===== config.mk =====
export PLATFORM = sky130hd
export DESIGN_NAME = johnson_decoder_monitor
export DESIGN_NICKNAME = d
export VERILOG_FILES = /design/src/rtl/johnson_decoder_monitor.sv
export SDC_FILE = /design/constraint.sdc
export NUM_CORES = 1
export LEC_CHECK = 0
export BUFFER_PORTS_ARGS = -buffer_cell sky130_fd_sc_hd__buf_2
export CAP_MARGIN = 10
export CORE_ASPECT_RATIO = 0.9
export CORE_UTILIZATION = 50
export DETAILED_ROUTE_END_ITERATION = 8
export PLACE_DENSITY = 0.85
export SYNTH_ARGS = -nofsm -noshare
export SYNTH_HDL_FRONTEND = slang
export SYNTH_SLANG_ARGS = --single-unit

===== constraint.sdc =====
create_clock -name clk -period 6.8 [get_ports clk]
set_clock_uncertainty 0.05 [all_clocks]
set_input_delay 1.36 -clock clk [delete_from_list [all_inputs] [get_ports clk]]
set_output_delay 1.36 -clock clk [all_outputs]
set_load 0.005 [all_outputs]

===== src/rtl/johnson_decoder_monitor.sv =====
// Johnson-code receiver: checks legality, decodes to index/one-hot, and tracks
// forward-sequence health with a lock FSM and a saturating error counter.
module johnson_decoder_monitor #(
  parameter int WIDTH      = 4,
  parameter int LOCK_CNT   = 3,
  parameter int ERR_W      = 8,
  parameter int ALLOW_HOLD = 1
) (
  input  logic                          clk,
  input  logic                          reset,
  input  logic                          in_valid,
  input  logic [WIDTH-1:0]              count,
  output logic [$clog2(2*WIDTH)-1:0]    index,
  output logic [2*WIDTH-1:0]            onehot,
  output logic                          out_valid,
  output logic                          code_legal,
  output logic                          seq_err,
  output logic                          locked,
  output logic [ERR_W-1:0]              err_count
);

  localparam int N     = 2 * WIDTH;
  localparam int IDX_W = $clog2(N);
  localparam int GC_W  = (LOCK_CNT < 1) ? 1 : $clog2(LOCK_CNT + 1);

  localparam logic [1:0] UNLOCKED = 2'd0;
  localparam logic [1:0] LOCKING  = 2'd1;
  localparam logic [1:0] LOCKED   = 2'd2;

  // A Johnson word has at most one boundary between its run of ones and zeros.
  function automatic logic is_legal(input logic [WIDTH-1:0] c);
    int d;
    d = 0;
    for (int i = 0; i < WIDTH - 1; i++) begin
      if (c[i] != c[i+1]) d++;
    end
    return (d <= 1);
  endfunction

  function automatic logic [IDX_W-1:0] decode_idx(input logic [WIDTH-1:0] c);
    int k;
    k = 0;
    for (int i = 0; i < WIDTH; i++) begin
      k += int'(c[i]);
    end
    if (c[0]) return IDX_W'(N - k);
    else      return IDX_W'(k);
  endfunction

  function automatic logic [IDX_W-1:0] succ_idx(input logic [IDX_W-1:0] v);
    if (int'(v) == N - 1) return '0;
    else                  return v + IDX_W'(1);
  endfunction

  function automatic logic [N-1:0] onehot_of(input logic [IDX_W-1:0] v);
    logic [N-1:0] r;
    r    = '0;
    r[v] = 1'b1;
    return r;
  endfunction

  function automatic logic [ERR_W-1:0] sat_inc(input logic [ERR_W-1:0] v);
    if (&v) return v;
    else    return v + ERR_W'(1);
  endfunction

  logic [1:0]       state;
  logic [1:0]       state_nx;
  logic [GC_W-1:0]  good_cnt;
  logic [GC_W-1:0]  good_nx;
  logic [IDX_W-1:0] prev_idx;

  logic             legal_p0;
  logic [IDX_W-1:0] idx_p0;
  logic [IDX_W-1:0] exp_p0;
  logic             hold_p0;
  logic             good_p0;
  logic             bad_p0;
  logic             err_p0;

  // Stage p0: decode and classify the incoming sample against the reference.
  always_comb begin
    legal_p0 = is_legal(count);
    idx_p0   = decode_idx(count);
    exp_p0   = succ_idx(prev_idx);
    hold_p0  = legal_p0 && (ALLOW_HOLD != 0) && (idx_p0 == prev_idx);
    good_p0  = legal_p0 && !hold_p0 && (idx_p0 == exp_p0);
    bad_p0   = legal_p0 && !hold_p0 && !good_p0;

    state_nx = state;
    good_nx  = good_cnt;
    err_p0   = 1'b0;

    if (in_valid) begin
      case (state)
        UNLOCKED: begin
          if (legal_p0) begin
            state_nx = LOCKING;
            good_nx  = '0;
          end
        end
        LOCKING: begin
          if (!legal_p0) begin
            err_p0   = 1'b1;
            state_nx = UNLOCKED;
            good_nx  = '0;
          end else if (good_p0) begin
            if (int'(good_cnt) + 1 >= LOCK_CNT) begin
              state_nx = LOCKED;
              good_nx  = '0;
            end else begin
              good_nx = good_cnt + GC_W'(1);
            end
          end else if (bad_p0) begin
            err_p0  = 1'b1;
            good_nx = '0;
          end
        end
        LOCKED: begin
          if (!legal_p0) begin
            err_p0   = 1'b1;
            state_nx = UNLOCKED;
            good_nx  = '0;
          end else if (bad_p0) begin
            err_p0   = 1'b1;
            state_nx = LOCKING;
            good_nx  = '0;
          end
        end
        default: begin
          state_nx = UNLOCKED;
          good_nx  = '0;
        end
      endcase
    end
  end

  // Stage p1: registered outputs; an illegal code leaves the reference index untouched.
  always_ff @(posedge clk) begin
    if (reset) begin
      state      <= UNLOCKED;
      good_cnt   <= '0;
      prev_idx   <= '0;
      onehot     <= '0;
      out_valid  <= 1'b0;
      code_legal <= 1'b0;
      seq_err    <= 1'b0;
      locked     <= 1'b0;
      err_count  <= '0;
    end else begin
      state     <= state_nx;
      good_cnt  <= good_nx;
      out_valid <= in_valid;
      seq_err   <= err_p0;
      locked    <= (state_nx == LOCKED);
      if (in_valid) begin
        code_legal <= legal_p0;
        if (legal_p0) begin
          prev_idx <= idx_p0;
          onehot   <= onehot_of(idx_p0);
        end else begin
          onehot <= '0;
        end
        if (err_p0) err_count <= sat_inc(err_count);
      end
    end
  end

  assign index = prev_idx;

endmodule

# Word level (Yosys, flattened, before mapping)
# Cells that the tools add are included.
# W data, S select, Z words.
totals:
  in_bits: 7
  wordCells: 75
  out_inout_bits: 23
  register_bits: 27
op_classes:
  muxes: 29
  n_addsub: 10
  n_bitwise: 1
  eq_ne: 10
  reduce_logical: 12
  n_lt_le_gt_ge: 4
ops:
  columns: ["cell", "count"]
  rows:
  - ["$add A32 B2 Y32 const B", 2]
  - ["$mux W32", 2]
  - ["$le A32 B2 Y1 const B", 1]
  - ["$mux W2", 13]
  - ["$pmux W2 S3", 2]
  - ["$add A8 B1 Y8 const B", 1]
  - ["$mux W8", 1]
  - ["$reduce_and A8 Y1", 1]
  - ["$mux W1", 7]
  - ["$eq A3 B3 Y1", 2]
  - ["$mux W3", 2]
  - ["$logic_and A1 B1 Y1", 5]
  - ["$eq A2 B2 Y1 const B", 2]
  - ["$lt A3 B4 Y1 const B", 1]
  - ["$reduce_and A2 Y1", 2]
  - ["$add A2 B1 Y3", 1]
  - ["$add A2 B1 Y3 const B", 1]
  - ["$add A3 B1 Y3", 1]
  - ["$add A3 B1 Y3 const B", 1]
  - ["$demux W1 S3", 1]
  - ["$eq A3 B1 Y1 const B", 1]
  - ["$ge A3 B1 Y1 const B", 1]
  - ["$ge A3 B2 Y1 const B", 1]
  - ["$ne A1 B1 Y1", 3]
  - ["other kinds (10)", 11]

# Depth between registers and ports, before layout
logic_depth:
  ltp_word: 19
  depth_mapped: 10
  ltp_nobuf: 10

# Worst setup path before layout
# No wires, ideal clock.
synth_path:
  path_kind: "input to register"
  from: "input port count[0]"
  to: "register err_count[4]"
  setup_slack_ps: 2698
  t_required_ps: 6691
  t_arrival_ps: 3993
  path_buffers: 0
  setup_ps: 59
  stages: 10
  path_cell_list: "fa_1 > ha_1 > ha_1 > xnor2_2 > mux2i_4 > mux2i_1 > o221a_2 > o211ai_4 > or4_1 > nand2_1"
synth_via:
  elab_chain_len: 19
synth_lines:
  columns: ["item", "line_no", "rtl"]
  rows:
  - ["start, declared", "12", "input logic [WIDTH-1:0] count,"]
  - ["$ne A1 B1 Y1", "35", "if (c[i] != c[i+1]) d++;"]
  - ["$mux W1", "35", null]
  - ["$add A32 B2 Y32", "35", null]
  - ["$mux W32", "35", null]
  - ["$add A32 B2 Y32", "35", null]
  - ["$mux W32", "35", null]
  - ["$le A32 B2 Y1", "37", "return (d <= 1);"]
  - ["$logic_and A1 B1 Y1", "86", "hold_p0 = legal_p0 && (ALLOW_HOLD != 0) && (idx_p0 == prev_idx);"]
  - ["[... 3 more ...]", null, null]
  - ["$logic_not A1 Y1", "88", "bad_p0 = legal_p0 && !hold_p0 && !good_p0;"]
  - ["$logic_and A1 B1 Y1", "88", null]
  - ["$mux W1", "114, 124", null]
  - ["$mux W1", "107", "end else if (good_p0) begin"]
  - ["$mux W1", "103", "if (!legal_p0) begin"]
  - ["$pmux W1 S2 *", "95", "case (state)"]
  - ["$mux W1 *", "94", "if (in_valid) begin"]
  - ["$reduce_and A3 Y1 (no line) *", null, null]
  - ["end signal, assigned", "164", "if (err_p0) err_count <= sat_inc(err_count);"]
  - ["end, declared", "19", "output logic [ERR_W-1:0] err_count"]
# Every way passes the cells marked *; elsewhere a longest branch is shown, timed or not.
# A chain may end at the register's enable or synchronous reset.

# Worst setup path in the final report
# Ends and elaborated chain as after synthesis.

==> results.cfg <==
[timing]
finalCritPeriodShare_pct = 60.5
setup_slack_ns = 2.68
setup_tns_ns = 0
whs_ns = 0.430
worst_pin_slew_ns = 0.547
finalHoldViolCount = 0
rsz0062_at_grt = no
finalCriticalPeriod_ns = 4.12
max_freq_mhz = 243
setup_viol = 0
slew_headroom_pct = 63.4
slew_viol_final = 0

[global_routing]
grt_overflow = 0
grt_max_degree = 28
grt_pass1_wl_um = 5650
track_usage_pct = 19.8
grt_pass1_vias = 1307
antenna_found_initial = 0

[critical_path]
crit_path_end_kind = register
path_class = in -> reg
r2r-end = err_count[4]
crit_required_ns = 7.03
reg2regPathDepth = 9
slowest_stage = fa_1
r2r_slack_ns = 4.21
max_stage_delay_ns = 0.49
path_common_cell = ha_1
r2r-start = index[0]
start_kind = input port
critPathMaxFanout = 9
cp_cell_sequence = buf_2 > fa_1 > ha_1 > ha_1 > xnor2_2 > mux2i_4 > mux2i_1 > o221a_2 > o211ai_4 > or4_1 > nand2_1
worstPathArrival_ns = 4.35

[finish]
syn_to_final_growth_pct = 12.1
nets = 226
drive_gt1_share_pct = 21.3
design_area_sq_mm = 0.00184
fin_cells = 249
antenna_cells = 0

[route]
wl_per_cell_um = 12.9
first_pass_iters = 4
vias = 1403
drc = 0
drtIter0Drc = 52
drt-vias-per-instance = 5.63
wl_um = 3220
drt.antenna.violating_nets = 0

[synthesis]
synthCells = 180
ys_seq_elements = 27
synth.most_common_cell = dfxtp_1
synth.top_cell.area_share_pct = 33.0
synth_area_leaders = dfxtp_1, ha_1, nor2_1, a21oi_1, nand2_1
synth_nets = 198
ys.flop_type = dfxtp_1
synth_commonest_cells = dfxtp_1, nor2_1, nand2_1
yosysTopAreaCell = dfxtp_1
async_reset_ff_share_pct = 0
synth_cell_types = 56
syn_area_sq_mm = 0.00164
yosysSeqAreaShare_pct = 33.0
yosys_warnings = 0
synth_edf_count = 0
avgSynthCellArea_sq_um = 9.11

[cts]
cts_resized = 0
cts_inserted_buffers = 3
clockBufferDepth = 2
cts_setup_buffers = 0
insertion_delay_ns = 0.33
cts-htree-levels = 1
path_clk_slew_ns = 0.14
cts.sinks = 27
hold_buffers = 0
cts_tree = yes
cts_root_buf = clkbuf_4

[power_and_ir_drop]
ir_drop_mv = 0.148
power_density_mw_per_mm2 = 197
power.leakage_nw = 0.832

[floorplan]
ios = 30
die_y_um = 56.3
die_w_um = 62.4
start_util_pct = 53.0
die-area_sq_mm = 0.00351
rows = 19
core_area_sq_mm = 0.00309

[flow_run]
cap_violations = 0

[run_status]
outcome = finished clean

[min_path]
min_from = onehot[5]
hold_path.class = reg -> reg
hold_end = onehot[5]
hold_path_depth = 2

[placed_design]
dp_hpwl_um = 2460
place_area_sq_mm = 0.00181
port_buffers = 29
dp_slack_ns = 2.32
dp_cells = 245
finalWeightedCongestion = 0.836
-- cell type report --
cell class / instances / area, sq um
fillers: 280 / 1250
inverters: 9 / 33.8
well taps: 42 / 52.6
clock inverters: 1 / 5.00
clock buffers: 3 / 22.5
flip-flops and latches: 27 / 541
repair buffers: 30 / 153
multi-input cells: 137 / 1030
-- how the worst max path moves through the flow --
stage | endpoint | startpoint
6_report | err_count[4] | count[0]
5_1_grt | err_count[4] | count[0]
4_1_cts | err_count[4] | count[0]
3_5_place_dp | err_count[4] | count[0]
3_3_place_gp | err_count[4] | count[0]
2_1_floorplan | err_count[4] | count[0]
-- placed cells by master, fill, tap and decap left out, drive strengths merged, types with 2 or more instances in the layout --
cell type	Yosys	layout
a211oi	4	4
a21oi	12	12
a22oi	5	5
a32oi	2	2
and3	5	5
buf	2	30
clkbuf	5	3
dfxtp	27	27
ha	10	10
inv	9	9
mux2i	4	4
nand2	14	14
nand3	4	4
nand3b	2	2
nand4	2	2
nor2	20	20
nor2b	5	5
nor3b	2	2
o2111ai	2	2
o211ai	2	2
o21a	2	2
o21ai	5	5
or3	2	2
xnor2	4	4
xnor3	2	2
xor2	5	5
-- layer usage --
metal / GRT usage [%] / part of all wire [%]
met5: 0 / 0
met3: 4.67 / 5.1
met4: 2.33 / 0
met2: 35.2 / 48
met1: 25.0 / 47
-- through the flow --
stage	power, mW	utilization [%]
after floorplan	0.272	-
after global placement	0.293	58.5
after detailed placement	0.296	58.5
after CTS	0.365	59.4
after global routing	0.384	59.4
final	0.363	59.4
-- state kept, by name, indices dropped and copies added (netlist names) --
signal	cells
code_legal	1
err_count	8
good_cnt	2
index	3
locked	1
onehot	8
out_valid	1
seq_err	1
state	2
-- logic make-up (layout without fill, tap and decap cells) --
family | after synthesis | count (layout) | synth area share [%]
multiplexers | 5 | 5 | 4.12
XOR/XNOR | 12 | 12 | 9.47
flip-flops | 27 | 27 | 33.0
AND/OR/NAND/NOR | 63 | 63 | 19.5
AO/OA/AOI/OAI | 45 | 45 | 20.2
adder cells (fa/ha/maj) | 12 | 12 | 9.47
buffers and inverters | 16 | 43 | 4.20
-- critical path: cells and delay by family --
family | cells | cell delay [ns]
XOR/XNOR | 1 | 0.16
AO/OA/AOI/OAI | 2 | 0.42
AND/OR/NAND/NOR | 2 | 0.54
multiplexers | 2 | 0.63
adder cells (fa/ha/maj) | 3 | 1.07
buffers and inverters | 1 | 0.16
-- power breakdown --
part / total (mW) / internal [mW] / switching (mW)
clock: 0.0693 / 0.0221 / 0.0472
sequential: 0.168 / 0.164 / 0.00455
combinational: 0.125 / 0.0540 / 0.0708
total: 0.363 / 0.240 / 0.123
Note: power is estimated with default switching activity, not from simulation.
